<file path="src/rtl/pb_i2c_arbiter.sv">
// rtl/pb_i2c_arbiter.sv - shares the power-board I2C master between the CAM path and a periodic battery poller
module pb_i2c_arbiter #(
    parameter int unsigned POLL_SECS   = 16,
    parameter logic [3:0]  POLL_TYPE   = 4'd2,
    parameter logic [7:0]  POLL_ADDR   = 8'h59,
    parameter logic [7:0]  POLL_REG    = 8'h0A,
    parameter int unsigned TIMEOUT_CYC = 2**24
) (
    input  logic       clk,
    input  logic       n_reset,
    input  logic       sec_tick,
    input  logic       poll_en,
    input  logic       cam_start,
    input  logic [3:0] cam_type,
    input  logic [7:0] cam_arg0,
    input  logic [7:0] cam_arg1,
    input  logic [7:0] cam_pay0,
    input  logic [7:0] cam_pay1,
    output logic       cam_status,
    output logic [7:0] cam_rd_data0,
    output logic [7:0] cam_rd_data1,
    output logic       m_start,
    output logic [3:0] m_type,
    output logic [7:0] m_arg0,
    output logic [7:0] m_arg1,
    output logic [7:0] m_pay0,
    output logic [7:0] m_pay1,
    input  logic       m_status,
    input  logic [7:0] m_rd_data0,
    input  logic [7:0] m_rd_data1,
    output logic [7:0] bat_data0,
    output logic [7:0] bat_data1,
    output logic       bat_valid,
    output logic [7:0] poll_seq,
    output logic       timeout_err
);
    localparam int unsigned      WD_W      = $clog2(TIMEOUT_CYC + 1);
    localparam logic [WD_W-1:0]  WD_LAST   = WD_W'(TIMEOUT_CYC - 1);
    localparam logic [7:0]       SECS_LAST = 8'(POLL_SECS - 1);

    typedef enum logic [2:0] {IDLE, C_START, C_BUSY, P_START, P_BUSY} state_t;

    state_t          state_q, state_d;
    logic [7:0]      timer_q, timer_d;
    logic            pend_q, pend_d, pend_clr;
    logic            last_poll_q, last_poll_d;
    logic [WD_W-1:0] wd_q, wd_d;
    logic            m_start_q, m_start_d, cam_status_q, cam_status_d;
    logic [3:0]      m_type_q, m_type_d;
    logic [7:0]      m_arg0_q, m_arg0_d, m_arg1_q, m_arg1_d, m_pay0_q, m_pay0_d, m_pay1_q, m_pay1_d;
    logic [7:0]      cam_rd0_q, cam_rd0_d, cam_rd1_q, cam_rd1_d;
    logic [7:0]      bat0_q, bat0_d, bat1_q, bat1_d, seq_q, seq_d;
    logic            bat_valid_q, bat_valid_d, terr_q, terr_d;
    logic            grant_cam, grant_poll, is_cam;

    // Poll period timer; a period ending while a poll is still pending is simply absorbed.
    always_comb begin
        timer_d = timer_q;
        pend_d  = pend_q;
        if (!poll_en) begin
            timer_d = '0;
            pend_d  = 1'b0;
        end else begin
            if (pend_clr) pend_d = 1'b0;
            if (sec_tick) begin
                if (timer_q == SECS_LAST) begin
                    timer_d = '0;
                    pend_d  = 1'b1;
                end else begin
                    timer_d = timer_q + 8'd1;
                end
            end
        end
    end

    always_comb begin
        state_d      = state_q;
        last_poll_d  = last_poll_q;
        wd_d         = '0;
        m_start_d    = m_start_q;
        cam_status_d = cam_status_q;
        m_type_d     = m_type_q;
        m_arg0_d     = m_arg0_q;
        m_arg1_d     = m_arg1_q;
        m_pay0_d     = m_pay0_q;
        m_pay1_d     = m_pay1_q;
        cam_rd0_d    = cam_rd0_q;
        cam_rd1_d    = cam_rd1_q;
        bat0_d       = bat0_q;
        bat1_d       = bat1_q;
        bat_valid_d  = bat_valid_q;
        seq_d        = seq_q;
        terr_d       = terr_q;
        pend_clr     = 1'b0;
        grant_cam    = 1'b0;
        grant_poll   = 1'b0;
        is_cam       = (state_q == C_START) || (state_q == C_BUSY);

        case (state_q)
            IDLE: begin
                m_start_d    = 1'b0;
                cam_status_d = 1'b0;
                // Hold off one cycle after a timeout pulse so a still-asserted cam_start is not re-granted.
                if (!cam_status_q) begin
                    grant_cam  = cam_start && (!pend_q || last_poll_q);
                    grant_poll = pend_q && !grant_cam;
                end
                if (grant_cam) begin
                    state_d     = C_START;
                    m_start_d   = 1'b1;
                    last_poll_d = 1'b0;
                    m_type_d    = cam_type;
                    m_arg0_d    = cam_arg0;
                    m_arg1_d    = cam_arg1;
                    m_pay0_d    = cam_pay0;
                    m_pay1_d    = cam_pay1;
                end else if (grant_poll) begin
                    state_d     = P_START;
                    m_start_d   = 1'b1;
                    last_poll_d = 1'b1;
                    m_type_d    = POLL_TYPE;
                    m_arg0_d    = POLL_REG;
                    m_arg1_d    = POLL_ADDR;
                    m_pay0_d    = 8'h00;
                    m_pay1_d    = 8'h00;
                end
            end
            C_START, P_START, C_BUSY, P_BUSY: begin
                wd_d = wd_q + 1'b1;
                if (wd_q == WD_LAST) begin
                    state_d   = IDLE;
                    m_start_d = 1'b0;
                    terr_d    = 1'b1;
                    if (is_cam) cam_status_d = 1'b1;
                    else        pend_clr     = 1'b1;
                end else if ((state_q == C_START) || (state_q == P_START)) begin
                    if (m_status) begin
                        m_start_d = 1'b0;
                        state_d   = is_cam ? C_BUSY : P_BUSY;
                        if (is_cam) cam_status_d = 1'b1;
                    end
                end else if (!m_status) begin
                    state_d = IDLE;
                    if (is_cam) begin
                        cam_status_d = 1'b0;
                        cam_rd0_d    = m_rd_data0;
                        cam_rd1_d    = m_rd_data1;
                    end else begin
                        bat0_d      = m_rd_data0;
                        bat1_d      = m_rd_data1;
                        bat_valid_d = 1'b1;
                        seq_d       = seq_q + 8'd1;
                        pend_clr    = 1'b1;
                    end
                end
            end
            default: state_d = IDLE;
        endcase
    end

    always_ff @(posedge clk) begin
        if (!n_reset) begin
            state_q      <= IDLE;
            timer_q      <= '0;
            pend_q       <= 1'b0;
            last_poll_q  <= 1'b0;
            wd_q         <= '0;
            m_start_q    <= 1'b0;
            cam_status_q <= 1'b0;
            m_type_q     <= '0;
            m_arg0_q     <= '0;
            m_arg1_q     <= '0;
            m_pay0_q     <= '0;
            m_pay1_q     <= '0;
            cam_rd0_q    <= '0;
            cam_rd1_q    <= '0;
            bat0_q       <= '0;
            bat1_q       <= '0;
            bat_valid_q  <= 1'b0;
            seq_q        <= '0;
            terr_q       <= 1'b0;
        end else begin
            state_q      <= state_d;
            timer_q      <= timer_d;
            pend_q       <= pend_d;
            last_poll_q  <= last_poll_d;
            wd_q         <= wd_d;
            m_start_q    <= m_start_d;
            cam_status_q <= cam_status_d;
            m_type_q     <= m_type_d;
            m_arg0_q     <= m_arg0_d;
            m_arg1_q     <= m_arg1_d;
            m_pay0_q     <= m_pay0_d;
            m_pay1_q     <= m_pay1_d;
            cam_rd0_q    <= cam_rd0_d;
            cam_rd1_q    <= cam_rd1_d;
            bat0_q       <= bat0_d;
            bat1_q       <= bat1_d;
            bat_valid_q  <= bat_valid_d;
            seq_q        <= seq_d;
            terr_q       <= terr_d;
        end
    end

    assign m_start      = m_start_q;
    assign cam_status   = cam_status_q;
    assign m_type       = m_type_q;
    assign m_arg0       = m_arg0_q;
    assign m_arg1       = m_arg1_q;
    assign m_pay0       = m_pay0_q;
    assign m_pay1       = m_pay1_q;
    assign cam_rd_data0 = cam_rd0_q;
    assign cam_rd_data1 = cam_rd1_q;
    assign bat_data0    = bat0_q;
    assign bat_data1    = bat1_q;
    assign bat_valid    = bat_valid_q;
    assign poll_seq     = seq_q;
    assign timeout_err  = terr_q;
endmodule
</file>
<file path="config.mk">
export PLATFORM = sky130hd
export DESIGN_NAME = pb_i2c_arbiter
export DESIGN_NICKNAME = d
export VERILOG_FILES = /design/src/rtl/pb_i2c_arbiter.sv
export SDC_FILE = /design/constraint.sdc
export NUM_CORES = 1
export LEC_CHECK = 0
export ABC_CLOCK_PERIOD_IN_PS = 2200
export CAP_MARGIN = 30
export CORE_ASPECT_RATIO = 2
export CORE_MARGIN = 2
export CORE_UTILIZATION = 45
export DETAILED_ROUTE_END_ITERATION = 6
export GPL_TIMING_DRIVEN = 0
export PLACE_DENSITY = 0.76
export SYNTH_ARGS = -nofsm -noshare
export SYNTH_HDL_FRONTEND = slang
export SYNTH_SLANG_ARGS = --single-unit
export TNS_END_PERCENT = 20
</file>
<file path="constraint.sdc">
create_clock -name clk -period 2.2 [get_ports clk]
set_input_delay 0.66 -clock clk [delete_from_list [all_inputs] [get_ports clk]]
set_output_delay 0.66 -clock clk [all_outputs]
set_load 0.05 [all_outputs]
</file>
# Word-level counts from Yosys, hierarchy flattened
# Cells that the tools add are included.
# W data, S select, Z words.
[word_totals]
register_bits = 118
inputBits = 58
elab_cells = 103
[classes]
add_sub_neg = 3
n_eq_ne = 12
mux = 45
n_bitwise = 4
n_reduce_logical = 20
[op_table]
columns = ["operator", "count"]
rows = [
  ["$mux W8", 8],
  ["$add A25 B1 Y25 const B", 1],
  ["$eq A25 B24 Y1 const B", 1],
  ["$mux W1", 25],
  ["$mux W3", 7],
  ["$add A8 B1 Y8 const B", 2],
  ["$ne A4 B4 Y1 const B", 3],
  ["$reduce_and A5 Y1", 2],
  ["$ne A3 B3 Y1 const B", 3],
  ["$eq A8 B4 Y1 const B", 1],
  ["$mux W4", 2],
  ["$reduce_and A2 Y1", 4],
  ["$eq A3 B2 Y1 const B", 2],
  ["$pmux W3 S2", 1],
  ["$reduce_and A3 Y1", 2],
  ["$not A1 Y1", 4],
  ["$pmux W1 S2", 2],
  ["$reduce_and A4 Y1", 1],
  ["$reduce_bool A2 Y1", 2],
  ["$reduce_or A4 Y1", 1],
  ["$eq A3 B1 Y1 const B", 1],
  ["$eq A3 B3 Y1 const B", 1],
  ["$logic_not A3 Y1", 1],
  ["$logic_or A1 B1 Y1", 3],
  ["other kinds (2)", 4],
]

# Longest topological paths before layout
[logic_depth]
ltp_word = 10
depth_mapped = 8

# Worst setup path after synthesis
# No wires, ideal clock.
[synth_timing]
kind = "reg2reg"
startpoint = "reg wd_q[0]"
endpoint = "reg cam_rd1_q[6] (netlist: cam_rd_data1[6])"
setup_ns = 0.072
t_arrival_ns = 1.790
required_time_ns = 2.128
path_slack_ns = 0.339
stages_incl_launch_ff = 8
period_less_slack_ns = 1.861
path_cell_list = "dfxtp_1 -> ha_1 -> nand3_2 -> nor2_1 -> and3_4 -> nor4_4 -> buf_6 -> mux2i_1"
[synth_via]
elab_chain_cells = 3
[synth_rtl]
columns = ["element", "line", "text"]
rows = [
  ["start: declaration", "47", "logic [WD_W-1:0] wd_q, wd_d;"],
  ["start signal: assignment", "187", "wd_q <= wd_d;"],
  ["$eq A25 B24 Y1", "130", "if (wd_q == WD_LAST) begin"],
  ["$not A1 Y1 (no line)", "--", ""],
  ["$reduce_and A5 Y1 (no line)", "--", ""],
  ["end signal: assignment", "196", "cam_rd1_q <= cam_rd1_d;"],
  ["end: declaration", "51", "logic [7:0] cam_rd0_q, cam_rd0_d, cam_rd1_q, cam_rd1_d;"],
]
# No other way between the ends.
# A chain may end at the register's enable or synchronous reset.

# Final worst setup path
[layout_timing]
startpoint = "reg cam_status_q (netlist: cam_status)"
endpoint = "out cam_status"
[layout_rtl]
columns = ["element", "line", "text"]
rows = [
  ["start: declaration", "48", "logic m_start_q, m_start_d, cam_status_q, cam_status_d;"],
  ["start signal: assignment", "189", "cam_status_q <= cam_status_d;"],
  ["end: declaration", "19", "output logic cam_status,"],
]
# No word-level cell between the ends.

==> impl_metrics.tcl <==
set metrics [dict create \
    status "finished, final reports clean" \
    critPathCaptureType "primary output" \
    critPathBufInv 1 \
    finalSetupViolations 0 \
    start_kind "register" \
    clk_latency_ns 0.41 \
    yosysWarnings 0 \
    firstDrtPassIters 4 \
    endpoint "cam_status" \
    clkSlewWorstSetupHoldPaths_ns 0.06 \
    core-area_sq_um 10900 \
    ctsHoldBuffers 0 \
    cts_tree "built" \
    ys_seq_area_share_pct 47.1 \
    rsz0062_at_grt "no" \
    grt_max_degree 17 \
    syn_inst 549 \
    htree_levels 4 \
    antenna_found_initial 0 \
    max_freq_mhz 479 \
    path_delay_family "buffers and inverters" \
    route.detailed.drc 0 \
    fp.dieArea_sq_um 12100 \
    netlist_area_sq_um 5010 \
    cts_inserted_buffers 17 \
    hold_viol 0 \
    pre_cts_ws_ns -0.309 \
    fp.dieW_um 78.6 \
    async_reset_ff_share_pct 0 \
    diodes 0 \
    maxSlewViolCount 0 \
    grt_pass1_vias 4690 \
    wl_per_cell_um 15.8 \
    avgSynthCellArea_sq_um 9.13 \
    path_max_fanout 6 \
    period_needed_ns 2.09 \
    track_usage_pct 23.6 \
    worst_path_largest_cell_delay_ns 0.59 \
    ioPinCount 138 \
    cp_cell_sequence "dlygate4sd2_1" \
    min_path_type "register to register" \
    clkSinkCount 118 \
    synth-edff-count 0 \
    grt_pass1_wl_um 22500 \
    overflow 0 \
    drt-vias-per-instance 5.18 \
    fin_cells 865 \
    layout.area.seq_sq_um 2360 \
    worstSetupStartpoint "cam_status" \
    cp.arrival_ns 1.43 \
    post-route-period-util_pct 94.8 \
    ff2ff_setup_slack_ns 0.20 \
    root_buffer "clkbuf_16" \
    num_rows 54 \
    worstPathRequired_ns 1.54 \
    synthToLayoutAreaGrowth_pct 42.2 \
    r2r-start "wd_q[0]" \
    fin_util_pct 65.6 \
    wl_um 13700 \
    drive_above_1_share_pct 10.1 \
    maxSlewHeadroom_pct 58.0 \
    worst_pin_slew_ns 0.624 \
    drt-initial-drc-count 203 \
    chipHeight_um 153 \
    hpwlAfterDp_um 10200 \
    vias 4478 \
    tns_ns 0 \
    fillCellCount 908 \
    syn_nets 610 \
    peakVddDrop_mv 0.739 \
    finalNetCount 773 \
    clock_path_buffers 2 \
    dp.cells 826 \
    worstSetupPathType "register to primary output" \
    gp_congestion 0.827 \
    path_depth 1 \
    initial_utilization_pct 46.1 \
    p_per_area_nw_per_um2 804 \
    port_buffers 137 \
    clock_skew_ns 0.00826 \
    p_leak_nw 2.95 \
    timing.rr.end "wd_q[20]" \
    slowest_stage "dlygate4sd2_1" \
    ys.flop_type "dfxtp_1" \
    netlist-cell-type-count 58 \
    multi_input_area_sq_um 2460 \
    reg2reg_depth 6 \
    synth-seq-cells 118 \
    ant_nets 0 \
    worst_slack_ns 0.114 \
    fin_total_pwr_mw 5.73 \
    drv_cap 0 \
]
per-stage QoR:
step | instance area, sq um | hold WS (ns)
after floorplan | 5010 | 0.441
after global placement | 6560 | 0.437
after detailed placement | 6560 | 0.443
after CTS | 7080 | 0.448
after global routing | 7130 | 0.476
final | 7130 | 0.444
power breakdown:
| part | internal (mW) | switching (mW) | total, mW | leakage (nW) |
|---|---|---|---|---|
| registers | 2.20 | 0.0355 | 2.23 | 0.956 |
| clock network | 1.82 | 1.02 | 2.84 | 0.289 |
| logic | 0.244 | 0.416 | 0.660 | 1.71 |
| total | 4.26 | 1.47 | 5.73 | 2.95 |
synth_stat cells, drive strengths merged (3+ instances only):
library cell    n  share of area, %
nor3b           9               1.4
nor4            7               1.7
ha              3              0.75
inv             3              0.22
or3             4              0.60
nand3          43               4.4
nand4          11               1.8
mux2i          37               7.4
dfxtp         118                47
o21ai           3              0.30
and3            5              0.72
nor3           14               1.8
a21oi           4              0.40
nand2b          7              0.87
nor2b           3              0.37
nand2         103               7.8
buf            16               2.3
clkbuf         17               1.3
a21boi         31               4.6
and2            3              0.37
xnor2          14               2.4
nor2           49               3.7
xor2           20               3.5
flip-flops by register name, indices dropped and copies added, names as in the netlist, 3 cells and up:
| signal | flops |
|---|---|
| wd_q | 25 |
| bat_data0 | 8 |
| bat_data1 | 8 |
| cam_rd_data0 | 8 |
| cam_rd_data1 | 8 |
| m_arg0 | 8 |
| m_arg1 | 8 |
| m_pay0 | 8 |
| m_pay1 | 8 |
| poll_seq | 8 |
| timer_q | 8 |
| m_type | 4 |
| state_q | 3 |
final cells by class:
class                   instances  share of cell area (%)
flip-flops and latches        118                    33.1
multi-input cells             395                    34.5
inverters                       3                   0.158
clock inverters                14                    2.49
well taps                     140                    2.46
repair buffers                144                    18.6
clock buffers                  18                    6.16
plain buffers                  33                    2.49
routing by layer:
layer	routed length, um	track usage, %	vias up	share of wire, %
met5	0	0	-	0
met4	346	11.0	0	2.5
met3	591	5.73	23	4.3
met2	7810	44.7	115	57
met1	4930	23.1	2130	36
li1	-	-	2210	-
logic make-up (layout without fill, tap and decap cells):
family,Yosys count,in the layout,synth area share (%)
buffers and inverters,36,212,3.77
XOR/XNOR,34,34,5.94
flip-flops,118,118,47.1
AND/OR/NAND/NOR,266,266,26.8
adder cells (fa/ha/maj),3,3,0.749
multiplexers,38,38,7.61
AO/OA/AOI/OAI,54,54,8.06
timing repair:
item,CTS,global route
setup endpoints to repair,82,10
resized for setup,80,0
buffers inserted,0,7
pin swaps,1,1
hold endpoints to repair,0,0
placed cells by master (no fill, tap or decap), drive strengths merged, types with 3 or more instances in the layout:
cell and instances:
and2 3, nand2 103, clkbuf 35, clkinv 6, o21ai 3, nor2b 3, clkinvlp 4, a21boi 31
clkdlybuf4s50 57, nor2 49, or3 4, buf 23, dlygate4sd2 80, nor3 14, xnor2 14, nand4 11
dfxtp 118, a21oi 4, bufinv 3, and3 5, inv 4, ha 3, nand3 43, xor2 20
nor3b 9, mux2i 37, nand2b 7, nor4 7
how the worst min path moves through the flow:
stage,start,end,slack [ns],depth (start not counted)
2_1_floorplan,wd_q[0],wd_q[0],0.44,1
3_3_place_gp,m_pay1[6],m_pay1[6],0.44,2
3_5_place_dp,m_pay0[0],m_pay0[0],0.44,2
4_1_cts,m_pay0[0],m_pay0[0],0.45,2
5_1_grt,m_pay0[4],m_pay0[4],0.48,2
6_report,m_pay0[0],m_pay0[0],0.44,2
No activity file was read; power rests on OpenSTA's default activity.
